`config.mk`:
```
export PLATFORM = sky130hd
export DESIGN_NAME = spi_target
export DESIGN_NICKNAME = d
export VERILOG_FILES = /design/src/rtl/spi_target.sv
export SDC_FILE = /design/constraint.sdc
export NUM_CORES = 1
export LEC_CHECK = 0
export BUFFER_PORTS_ARGS = -buffer_cell sky130_fd_sc_hd__buf_2
export CORE_MARGIN = 4
export CORE_UTILIZATION = 40
export DETAILED_ROUTE_END_ITERATION = 7
export PLACE_DENSITY = 0.57
export REMOVE_ABC_BUFFERS = 1
export SLEW_MARGIN = 20
export SYNTH_ARGS = -nofsm -noshare
export SYNTH_HDL_FRONTEND = slang
export SYNTH_SLANG_ARGS = --single-unit
```
`constraint.sdc`:
```
create_clock -name FastClk -period 1.9 [get_ports FastClk]
set_input_delay 0.19 -clock FastClk [delete_from_list [all_inputs] [get_ports FastClk]]
set_output_delay 0.19 -clock FastClk [all_outputs]
set_load 0.03 [all_outputs]
```
`src/rtl/spi_target.sv`:
```
// SPI mode-0 responder: oversamples controller CS/SCK/MOSI on FastClk, deserialises
// MSB-first bytes into a small RX FIFO and shifts a single-entry TX holding byte out on MISO.
module spi_target #(
    parameter int unsigned RX_DEPTH = 4,
    parameter logic        IDLE_DO  = 1'b1
) (
    input  logic       FastClk,
    input  logic       nReset,
    input  logic       SPI_Cs,
    input  logic       SPI_Clk,
    input  logic       SPI_Di,
    output logic       SPI_Do,
    output logic       SPI_DoEn,
    input  logic [7:0] TxData,
    input  logic       TxValid,
    output logic       TxReady,
    output logic [7:0] RxData,
    output logic       RxValid,
    input  logic       RxReady,
    output logic       Selected,
    output logic       Overrun,
    output logic       Underrun,
    input  logic       ClearFlags
);

    localparam int unsigned AW = $clog2(RX_DEPTH);
    localparam logic [AW:0] PTR_ONE = {{AW{1'b0}}, 1'b1};

    typedef enum logic {ST_IDLE, ST_ACTIVE} state_t;

    state_t      r_state, w_state_nxt;

    logic        r_cs_meta, r_cs_sync, r_cs_dly;
    logic        r_sck_meta, r_sck_sync, r_sck_dly;
    logic        r_di_meta, r_di_sync;

    logic [2:0]  r_bit_cnt;
    logic [7:0]  r_rx_shift;
    logic [7:0]  r_tx_shift;
    logic [7:0]  r_hold;
    logic        r_hold_full;
    logic        r_do;
    logic        r_overrun, r_underrun;

    logic [7:0]  r_mem [RX_DEPTH];
    logic [AW:0] r_wr_ptr, r_rd_ptr;

    logic        w_cs_fall, w_cs_rise, w_sck_rise, w_sck_fall;
    logic        w_start, w_stop, w_rise_act, w_fall_act;
    logic        w_tx_load, w_tx_accept, w_unr_set;
    logic [7:0]  w_rx_byte;
    logic        w_push_req, w_push, w_pop, w_empty, w_full, w_ovr_set;

    // Synchronisers reset low so a CS already low at reset release never looks like a falling edge.
    always_ff @(posedge FastClk or negedge nReset) begin
        if (!nReset) begin
            r_cs_meta  <= 1'b0;
            r_cs_sync  <= 1'b0;
            r_cs_dly   <= 1'b0;
            r_sck_meta <= 1'b0;
            r_sck_sync <= 1'b0;
            r_sck_dly  <= 1'b0;
            r_di_meta  <= 1'b0;
            r_di_sync  <= 1'b0;
        end else begin
            r_cs_meta  <= SPI_Cs;
            r_cs_sync  <= r_cs_meta;
            r_cs_dly   <= r_cs_sync;
            r_sck_meta <= SPI_Clk;
            r_sck_sync <= r_sck_meta;
            r_sck_dly  <= r_sck_sync;
            r_di_meta  <= SPI_Di;
            r_di_sync  <= r_di_meta;
        end
    end

    assign w_cs_fall  = r_cs_dly & ~r_cs_sync;
    assign w_cs_rise  = ~r_cs_dly & r_cs_sync;
    assign w_sck_rise = ~r_sck_dly & r_sck_sync;
    assign w_sck_fall = r_sck_dly & ~r_sck_sync;

    always_ff @(posedge FastClk or negedge nReset) begin
        if (!nReset) r_state <= ST_IDLE;
        else         r_state <= w_state_nxt;
    end

    always_comb begin
        w_state_nxt = r_state;
        w_start     = 1'b0;
        w_stop      = 1'b0;
        w_rise_act  = 1'b0;
        w_fall_act  = 1'b0;
        case (r_state)
            ST_IDLE: begin
                if (w_cs_fall) begin
                    w_state_nxt = ST_ACTIVE;
                    w_start     = 1'b1;
                end
            end
            ST_ACTIVE: begin
                if (w_cs_rise) begin
                    w_state_nxt = ST_IDLE;
                    w_stop      = 1'b1;
                end else begin
                    w_rise_act = w_sck_rise;
                    w_fall_act = w_sck_fall;
                end
            end
            default: w_state_nxt = ST_IDLE;
        endcase
    end

    assign w_tx_load   = w_start | (w_fall_act & (r_bit_cnt == 3'd0));
    assign w_tx_accept = TxValid & ~r_hold_full;
    assign w_unr_set   = w_tx_load & ~r_hold_full;

    // A load with the holding register empty underruns even if a byte is accepted that same cycle.
    always_ff @(posedge FastClk or negedge nReset) begin
        if (!nReset) begin
            r_tx_shift  <= '1;
            r_hold      <= '0;
            r_hold_full <= 1'b0;
        end else if (w_tx_load && r_hold_full) begin
            r_tx_shift  <= r_hold;
            r_hold_full <= 1'b0;
        end else begin
            if (w_tx_load)       r_tx_shift <= 8'hFF;
            else if (w_fall_act) r_tx_shift <= {r_tx_shift[6:0], 1'b0};
            if (w_tx_accept) begin
                r_hold      <= TxData;
                r_hold_full <= 1'b1;
            end
        end
    end

    always_ff @(posedge FastClk or negedge nReset) begin
        if (!nReset) r_do <= IDLE_DO;
        else         r_do <= (r_state == ST_ACTIVE && !w_stop) ? r_tx_shift[7] : IDLE_DO;
    end

    assign w_rx_byte  = {r_rx_shift[6:0], r_di_sync};
    assign w_push_req = w_rise_act & (r_bit_cnt == 3'd7);

    always_ff @(posedge FastClk or negedge nReset) begin
        if (!nReset) begin
            r_bit_cnt  <= '0;
            r_rx_shift <= '0;
        end else if (w_start || w_stop) begin
            r_bit_cnt  <= '0;
            r_rx_shift <= '0;
        end else if (w_rise_act) begin
            r_bit_cnt  <= r_bit_cnt + 3'd1;
            r_rx_shift <= w_rx_byte;
        end
    end

    assign w_empty   = (r_wr_ptr == r_rd_ptr);
    assign w_full    = (r_wr_ptr[AW] != r_rd_ptr[AW]) && (r_wr_ptr[AW-1:0] == r_rd_ptr[AW-1:0]);
    assign w_pop     = ~w_empty & RxReady;
    assign w_push    = w_push_req & (~w_full | w_pop);
    assign w_ovr_set = w_push_req & w_full & ~w_pop;

    always_ff @(posedge FastClk or negedge nReset) begin
        if (!nReset) begin
            for (int unsigned i = 0; i < RX_DEPTH; i++) r_mem[i] <= '0;
            r_wr_ptr <= '0;
            r_rd_ptr <= '0;
        end else begin
            if (w_push) begin
                r_mem[r_wr_ptr[AW-1:0]] <= w_rx_byte;
                r_wr_ptr                <= r_wr_ptr + PTR_ONE;
            end
            if (w_pop) r_rd_ptr <= r_rd_ptr + PTR_ONE;
        end
    end

    always_ff @(posedge FastClk or negedge nReset) begin
        if (!nReset) begin
            r_overrun  <= 1'b0;
            r_underrun <= 1'b0;
        end else begin
            r_overrun  <= w_ovr_set | (r_overrun & ~ClearFlags);
            r_underrun <= w_unr_set | (r_underrun & ~ClearFlags);
        end
    end

    assign SPI_Do   = r_do;
    assign SPI_DoEn = (r_state == ST_ACTIVE);
    assign Selected = (r_state == ST_ACTIVE);
    assign TxReady  = ~r_hold_full;
    assign RxData   = r_mem[r_rd_ptr[AW-1:0]];
    assign RxValid  = ~w_empty;
    assign Overrun  = r_overrun;
    assign Underrun = r_underrun;

endmodule

```
* Word level (Yosys, flattened, before mapping)
Index checks and enable logic that the tools add are counted.
** Storage, ports and cells
- Flip-flop bits (word level) :: 77
- Bits of input ports :: 16
- Output and inout bits :: 15
- Logic and storage cells :: 101
** Operators by class
- Add/subtract/negate cells :: 3
- Order comparisons :: 3
- Equal/unequal tests :: 4
- Mux-type cells :: 26
- Bitwise logic cells :: 31
- Reductions and logical operators :: 11
** Operators by type and width (count)
- two-way mux 8 bit :: 6
- bitwise mux 32 bit :: 1
- binary-select mux 8 bit (select 2 bit) :: 1
- demux 8 bit (select 2 bit) :: 1
- AND 1 bit :: 14
- two-way mux 7 bit :: 2
- two-way mux 1 bit :: 12
- inverter 1 bit :: 11
- adder 3 x 1 -> 3 bit (second input constant) :: 3
- greater-or-equal comparator 3 bit (second input constant) :: 2
- two-way mux 3 bit :: 2
- inverter 2 -> 3 bit :: 2
- logical AND 1 bit :: 4
- bitwise OR 1 bit :: 4
- nonzero test 2 bit :: 2
- == test 3 bit :: 1
- == test 3 bit (second input constant) :: 1
- logical NOT 3 bit :: 1
- < comparator 3 x 1 -> 1 bit (second input constant) :: 1
- nonzero test 3 bit :: 1
- == test 2 bit :: 1
- case mux 1 bit (2 select lines) :: 1
- AND reduction 2 bit :: 1
- logical NOT 1 bit :: 1
- 2 further kinds :: 2

* Depth between registers and ports, before layout
Gate-level depths: netlist of run 1.
- Depth after elaboration :: 9
- Gate-level depth with buffers :: 7

* Worst setup path after synthesis of run 1
OpenSTA, ideal clock, no wires.
- Path type :: register to register
- From :: register r_state, in the netlist SPI_DoEn
- To :: register r_mem[0] in the netlist's numbering
- Library setup time :: 125 ps
- Arrival :: 1729 ps
- Slack :: 47 ps
- Cell stages (with the launch flop) :: 6
- Clock period less this slack :: 1853 ps
- Path through :: dfrtp_1 and4b_1 clkbuf_1 and4b_1 buf_6 mux2_2
** Between the ends
- Cells in the longest elaborated chain, start to end :: 3
** Ends and longest elaborated chain
- start, declared :: RTL line 31 : state_t r_state, w_state_nxt;
- start signal, assigned :: RTL line 84 : else r_state <= w_state_nxt;
- two-way mux 1 bit :: RTL line 93 : case (r_state)
- AND 1 bit :: RTL line 142 : assign w_push_req = w_rise_act & (r_bit_cnt == 3'd7);
- AND 1 bit :: RTL line 160 : assign w_push = w_push_req & (~w_full | w_pop);
- end signal, assigned by index :: RTL line 170 : r_mem[r_wr_ptr[AW-1:0]] <= w_rx_byte;
- end, declared :: RTL line 45 : logic [7:0] r_mem [RX_DEPTH];
Every way passes these cells.
A chain may end at the register's enable or synchronous reset.

* Final worst setup path of run 1
- From :: register r_rd_ptr[0]
- To :: output port RxData[7]
** Between the ends
- Cells in the longest elaborated chain, start to end :: 4
** Ends and longest elaborated chain
- start, declared :: RTL line 46 : logic [AW:0] r_wr_ptr, r_rd_ptr;
- start signal, assigned :: RTL line 173 : if (w_pop) r_rd_ptr <= r_rd_ptr + PTR_ONE;
- inverter 2 -> 3 bit (implied by the code) :: RTL line 191 : assign RxData = r_mem[r_rd_ptr[AW-1:0]];
- binary-select mux 8 bit (select 2 bit) :: RTL line 191
- two-way mux 8 bit (implied by the code) (2 in a row) :: RTL line 191
- end, declared :: RTL line 17 : output logic [7:0] RxData,
Every way passes these cells. The select of a mux whose other input is x is not followed.

==> results of run 1 <==
==> cell type report <==
type / instances / area, sq um
Multi-Input combinational cell: 127 / 1336
Clock buffer: 9 / 123.9
Fill cell: 752 / 4213
Sequential cell: 77 / 1939
Clock inverter: 7 / 82.58
Inverter: 10 / 37.54
Timing Repair Buffer: 51 / 394.1
Tap cell: 105 / 131.4
==> worst paths after layout <==
check | end | slack [ns] | cells past startpoint
max | RxData[7] | 0.08 | 3
min | Overrun$_DFF_PN0_ | 0.05 | 2
max reg2reg | r_mem[0]$_DFFE_PN0P_ | 0.13 | 5
min reg2reg | r_cs_sync$_DFF_PN0_ | 0.36 | 0
max in group asynchronous | r_tx_shift[7]$_DFFE_PN1P_ | 0.98 | 3
min in group asynchronous | r_hold[4]$_DFFE_PN0P_ | 0.29 | 2
==> power groups by stage <==
stage               Sequential, uW  Combinational [uW]  Clock (uW)
finish                        2140                1070        1280
floorplan                     2200                 612           0
global placement              2150                 973           0
CTS                           2130                1000        1330
detailed placement            2150                 988           0
global route                  2180                1170        1390
==> cell families after synthesis <==
family                   after synthesis  share of synthesized area (%)
flip-flops                            77                          56.64
multiplexers                          51                          19.85
adder cells (fa/ha/maj)                8                          2.925
XOR/XNOR                               7                          1.792
AO/OA/AOI/OAI                         24                          6.508
buffers and inverters                 23                          4.314
AND/OR/NAND/NOR                       37                          7.971
==> metal layers <==
metal	vias to the layer above	GRT usage, %	share of wire, %
met5	-	0	0
met4	0	4.974	1.4
met3	7	3.460	3.0
met2	26	18.55	42
met1	1011	21.48	54
li1	931	-	-
==> repair_timing <==
item | CTS | global route
setup endpoints to repair | 5 | 8
setup buffers | 0 | 1
hold buffers | 4 | 0
resized for setup | 1 | 6
gates cloned | 0 | 1
endpoints found under the hold margin | 27 | 0
==> sequential cells by signal, indices dropped and copies added (netlist names) <==
name,flops
r_hold,8
r_bit_cnt,3
SPI_Do,1
r_cs_sync,1
r_rd_ptr,3
r_mem,32
Underrun,1
r_sck_dly,1
r_di_sync,1
SPI_DoEn,1
r_sck_meta,1
r_sck_sync,1
Overrun,1
r_rx_shift,7
r_hold_full,1
r_di_meta,1
r_wr_ptr,3
r_tx_shift,8
r_cs_meta,1
r_cs_dly,1
==> through the flow <==
| stage | setup slack [ns] | instances | TNS [ns] | util [%] | total power (uW) |
|---|---|---|---|---|---|
| final | 0.07746 | 386 | 0 | 48.98 | 4495 |
| after global routing | 0.008987 | 386 | 0 | 48.98 | 4742 |
| after global placement | 0.1781 | 364 | 0 | 45.36 | 3118 |
| after CTS | 0.002208 | 384 | 0 | 48.39 | 4453 |
| after detailed placement | 0.1487 | 364 | 0 | 45.36 | 3139 |
| after floorplan | -0.3754 | 214 | -11.26 | - | 2808 |
==> layout by cell type (no fill, tap or decap), drive strengths merged <==
cell,n
a2111o,1
a211oi,1
a311oi,1
o21ai,2
nand3,2
nor2b,1
dfrtp,68
nand3b,4
and4b,6
or4bb,1
nand2b,7
o22ai,2
clkbuf,10
or3b,1
clkinv,1
ha,8
a21o,1
nand2,3
nor2,4
a22o,9
buf,46
and2,1
mux4,8
o221a,6
dlygate4sd3,4
o211ai,1
xnor2,5
and3b,1
inv,13
bufinv,1
nand4b,6
xor2,2
dfstp,9
mux2,43
clkinvlp,2
==> critical path: stages (launching register included) <==
cell       delay (ns)
dfrtp_2          0.45
clkbuf_16        0.17
mux4_2           0.48
buf_2            0.19
==> results.md, run 1 <==
- Status: finished, final reports clean
- Leakage: 0.001927 uW
- Synth unique cells: 37
- Cell area after layout: 4045 sq um
- Hold Worst Slack: 0.05259 ns
- Max-slew violation count: 0
- Io pins: 31
- Gr ovfl total: 0
- CP Launch Point: r_rd_ptr[0]$_DFFE_PN0P_
- Worst path arrival time: 1.63 ns
- Clock share of power: 28.5%
- DRC Markers: 0
- Clock tree root buffer cell: clkbuf_8
- Crit end category: primary output
- Final estimated routing congestion in global placement: 0.7277
- FFs w/ async S/R, synth: 100.0%
- Share of layout cells above drive strength 1: 47.33%
- Startpoint of the worst hold path: ClearFlags
- Skew final: 0.009700 ns
- Critical path class: reg -> out
- TritonRoute pass-1 iters: 4
- CP required: 1.71 ns
- H-tree levels: 3
- Largest net degree at the start of global routing: 54
- Core ar.: 8258 sq um
- Diode count: 0
- Internal cell power: 3172 uW
- EDFF count, synth: 0
- Seq/Total Area, Yosys: 56.64%
- Final Setup Violations: 0
- Synth area leaders: dfrtp_1 (50%), mux2_2 (12%), dfstp_2 (6.9%)
- Die Ht: 100.5 um
- Vias in the first global route: 1,988
- Most frequent cell after synthesis: dfrtp_1
- Most frequent cells after synthesis: dfrtp_1 (68), mux2_2 (37), inv_1 (10)
- Final ANT Viol Nets: 0
- Least-Margin Pin Slew: 0.6864 ns
- Yosys top cell by area: dfrtp_1
- Main flop type after synthesis: dfrtp_1
- Hold/Removal Path Class: in -> reg
- Dpl hpwl: 4247 um
- Routed len/inst: 16.59 um
- Net Sw Frac: 29.45%
- Max_cap viols: 0
- Post-DP Area: 3746 sq um
- CTS tree: built
- Total CTS buffers: 9
- Crit start category: flip-flop
- Post-Syn Area: 3422 sq um
- Max FO, Critical Path: 4
- FF+latch count, synth: 77
- Clock Latency Late Sink: 0.35 ns
- Sequential Power Share: 47.7%
- Initial antenna violation count: 0
- Initial Utilization: 41.44%
- Worst IR drop on VDD: 568.7 uV
- Chip width: 100.5 um
- First-pass GRT wire length: 10,650 um
- Num rows: 33
- Clock Sinks: 77
- Area share of the largest cell type after synthesis: 49.73%
- RSZ-0062 raised after global routing: no
- Final min period: 1.823 ns
- Fin crit share: 95.92%
- WL final: 6402 um
- Logic gate share of total power: 23.8%
- IO buf count: 30
- Final #Nets: 300
- Die Area: 10,100 sq um
- DR vias/cell: 5.117
- Switching power total: 1324 uW
- Global Route Usage Sum: 13.82%
- Cells after Synth: 227
- Clock Path Buffers: 2
- Syn_area_per_cell: 15.08 sq um
- Reg2reg start: r_rd_ptr[0]$_DFFE_PN0P_
- Final Hold Fails: 0
- Pwr per Cell Area: 1111 nW/um^2
- Area delta synth->final: 18.21%
- Yosys warnings: 0
- Initial DRC Count: 89
- Reg clk slew, reported paths: 0.09 ns
- Via count: 1,975
- Highest Clock Rate: 0.5487 GHz
- Slew Limit Headroom: 54.11%
No activity file was read; power rests on OpenSTA's default activity.
==> inputs of run 2 (changes only) <==
CORE_UTILIZATION = 59   (was 40)
PLACE_DENSITY = 0.79   (was 0.57)
==> run 2 against run 1 <==
Sequential power about the same. Die area down 30%. Global-route usage up 5.1 points. Highest routed layer unchanged. Sequential share of layout area up 1.7 points. Routed wire length down 7.8%. Clock power down 6%.
==> results.md, run 2 (synthesis results as in run 1) <==
- Status: finished, final reports clean (unchanged)
- Critical path, cell by cell: buf_12, mux4_2, buf_2 (was clkbuf_16, mux4_2, buf_2)
- Diode count: 0 (unchanged)
- Chip width: 84.16 um (was 100.5 um)
- Uppermost layer routed: met4 (unchanged)
- Final WS setup: 0.09312 ns (was 0.07746 ns)
- Critical path class: reg -> out (unchanged)
- Io pins: 31 (unchanged)
- Final #Nets: 295 (was 300)
- Final ANT Viol Nets: 0 (unchanged)
- Skew final: 0.005377 ns (was 0.009700 ns)
- Die Ht: 84.16 um (was 100.5 um)
- DR vias/cell: 5.641 (was 5.117)
- Most frequent cells in the layout: dfrtp_1 (68), mux2_2 (37), buf_2 (29) (was dfrtp_1 (67), mux2_2 (37), buf_2 (28))
- Final cell count without fillers: 348 (was 386)
- Max FO, Critical Path: 10 (was 4)
- Final Hold Fails: 0 (unchanged)
- Leakage: 0.001889 uW (was 0.001927 uW)
- Share of layout cells above drive strength 1: 45.65% (was 47.33%)
- H-tree levels: 3 (unchanged)
- Worst IR drop on VDD: 1048 uV (was 568.7 uV)
- Max-slew violation count: 0 (unchanged)
- Largest net degree at the start of global routing: 41 (was 54)
- Clock tree root buffer cell: clkbuf_8 (unchanged)
- Largest Register: r_mem (unchanged)
- Via count: 1,963 (was 1,975)
- Vias in the first global route: 2,024 (was 1,988)
- First-pass GRT wire length: 10,340 um (was 10,650 um)
- Area delta synth->final: 14.08% (was 18.21%)
- Reg clk slew, reported paths: 0.07 ns (was 0.09 ns)
- WL met1: 2914 um (was 3446 um)
- Postcts setup bufs: 0 (unchanged)
- DP Cell Count: 328 (was 364)
- IO buf count: 30 (unchanged)
- TritonRoute pass-1 iters: 4 (unchanged)
- Max_cap viols: 0 (unchanged)
- Clock Latency Late Sink: 0.34 ns (was 0.35 ns)
- Pwr per Cell Area: 1105 nW/um^2 (was 1111 nW/um^2)
- CTS tree: built (unchanged)
- Total CTS buffers: 9 (unchanged)
- Crit end category: primary output (unchanged)
- CP required: 1.71 ns (about the same)
- DR WL met2: 2685 um (was 2679 um)
- Num rows: 27 (was 33)
- Slew Limit Headroom: 57.63% (was 54.11%)
- Max FFs per register: 32 (unchanged)
- Dpl hpwl: 4083 um (was 4247 um)
- Final estimated routing congestion in global placement: 0.7291 (was 0.7277)
- WL final: 5901 um (was 6402 um)
- Highest Clock Rate: 0.5534 GHz (was 0.5487 GHz)
- Final min period: 1.807 ns (was 1.823 ns)
- Initial antenna violation count: 0 (unchanged)
- Routed len/inst: 16.96 um (was 16.59 um)
- Worst path arrival time: 1.62 ns (was 1.63 ns)
- Final Setup Violations: 0 (unchanged)
- Global Route Usage Sum: 18.92% (was 13.82%)
- Clock Sinks: 77 (unchanged)
- Hold/Removal Path Class: in -> reg (unchanged)
- Clock Path Buffers: 2 (unchanged)
- Gr ovfl total: 0 (unchanged)
- Die Area: 7083 sq um (was 10,100 sq um)
- Slowest-stage cell, CP: mux4_2 (unchanged)
- Total power: 4315 uW (was 4495 uW)
- Fin util: 70.03% (was 48.98%)
- Crit start category: flip-flop (unchanged)
- Most common cell after layout, fill and taps aside: dfrtp_1 (unchanged)
- Fin crit share: 95.10% (was 95.92%)
- RSZ-0062 raised after global routing: yes (was no)
- Leading registers by flop count: r_mem: 32 flops, r_hold: 8 flops, r_tx_shift: 8 flops (unchanged)
- Core ar.: 5574 sq um (was 8258 sq um)
- Least-Margin Pin Slew: 0.6337 ns (was 0.6864 ns)
- Pre-CTS worst setup slack: 0.1258 ns (was 0.1487 ns)
- Final setup TNS: 0 ns (unchanged)
- Routed wl met3: 216 um (was 189 um)
- Crit-path max cell delay: 0.51 ns (was 0.48 ns)
- Initial Utilization: 61.39% (was 41.44%)
- DRC Markers: 0 (unchanged)
- Initial DRC Count: 124 (was 89)
## run 2: cell types whose count changed in the layout (fill, tap and decap cells not counted), sizes merged
cell / change
clkbuf: +2
buf: -4
clkinvlp: -1
clkinv: +1
inv: -3
## run 2: final timing paths
path	startpoint	endpoint	slack, ns	cells after the start
setup / recovery	r_rd_ptr[0]$_DFFE_PN0P_	RxData[1]	0.09	3
hold / removal	ClearFlags	Overrun$_DFF_PN0_	0.05	2
setup reg to reg	r_wr_ptr[0]$_DFFE_PN0P_	r_mem[15]$_DFFE_PN0P_	0.12	5
hold reg to reg	r_di_meta$_DFF_PN0_	r_di_sync$_DFF_PN0_	0.35	0
max in group asynchronous	nReset	SPI_Do$_DFF_PN1_	0.92	3
min in group asynchronous	nReset	r_cs_sync$_DFF_PN0_	0.36	2
## run 2: per-layer routing
| metal | vias to the layer above | global-route usage [%] |
|---|---|---|
| met5 | - | 0 |
| met4 | 0 | 8.041 |
| met3 | 8 | 5.299 |
| met2 | 30 | 27.26 |
| met1 | 1003 | 27.12 |
| li1 | 922 | - |
## run 2: per-stage QoR
stage | hold WS [ns] | area [sq um]
after floorplan | -0.1056 | 3312
after global placement | 0.1918 | 3657
after detailed placement | 0.1908 | 3657
after CTS | 0.02662 | 3894
after global routing | 0.03385 | 3904
final | 0.04682 | 3904
## run 2: power breakdown
part / switching [uW] / internal, uW
clock network: 560 / 639
registers: 180 / 1950
logic: 452 / 532
total: 1190 / 3120
## run 2: layout make-up
cell class	count	area (sq um)
fillers	402	1670
repair buffers	46	307.8
clock buffers	12	145.1
well taps	72	90.09
flip-flops and latches	77	1938
inverters	10	37.54
clock inverters	4	47.55
multi-input cells	127	1338
## run 2: critical path: cells and delay by family (launching register included)
kind	cells	cell delay (ns)
flip-flops	1	0.41
multiplexers	1	0.51
buffers and inverters	2	0.36
## run 2: what timing repair did
action	in CTS	in global routing
gates resized for setup	1	3
hold endpoints to repair	32	0
gates cloned	0	0
setup endpoints to repair	1	7
hold buffers	4	0
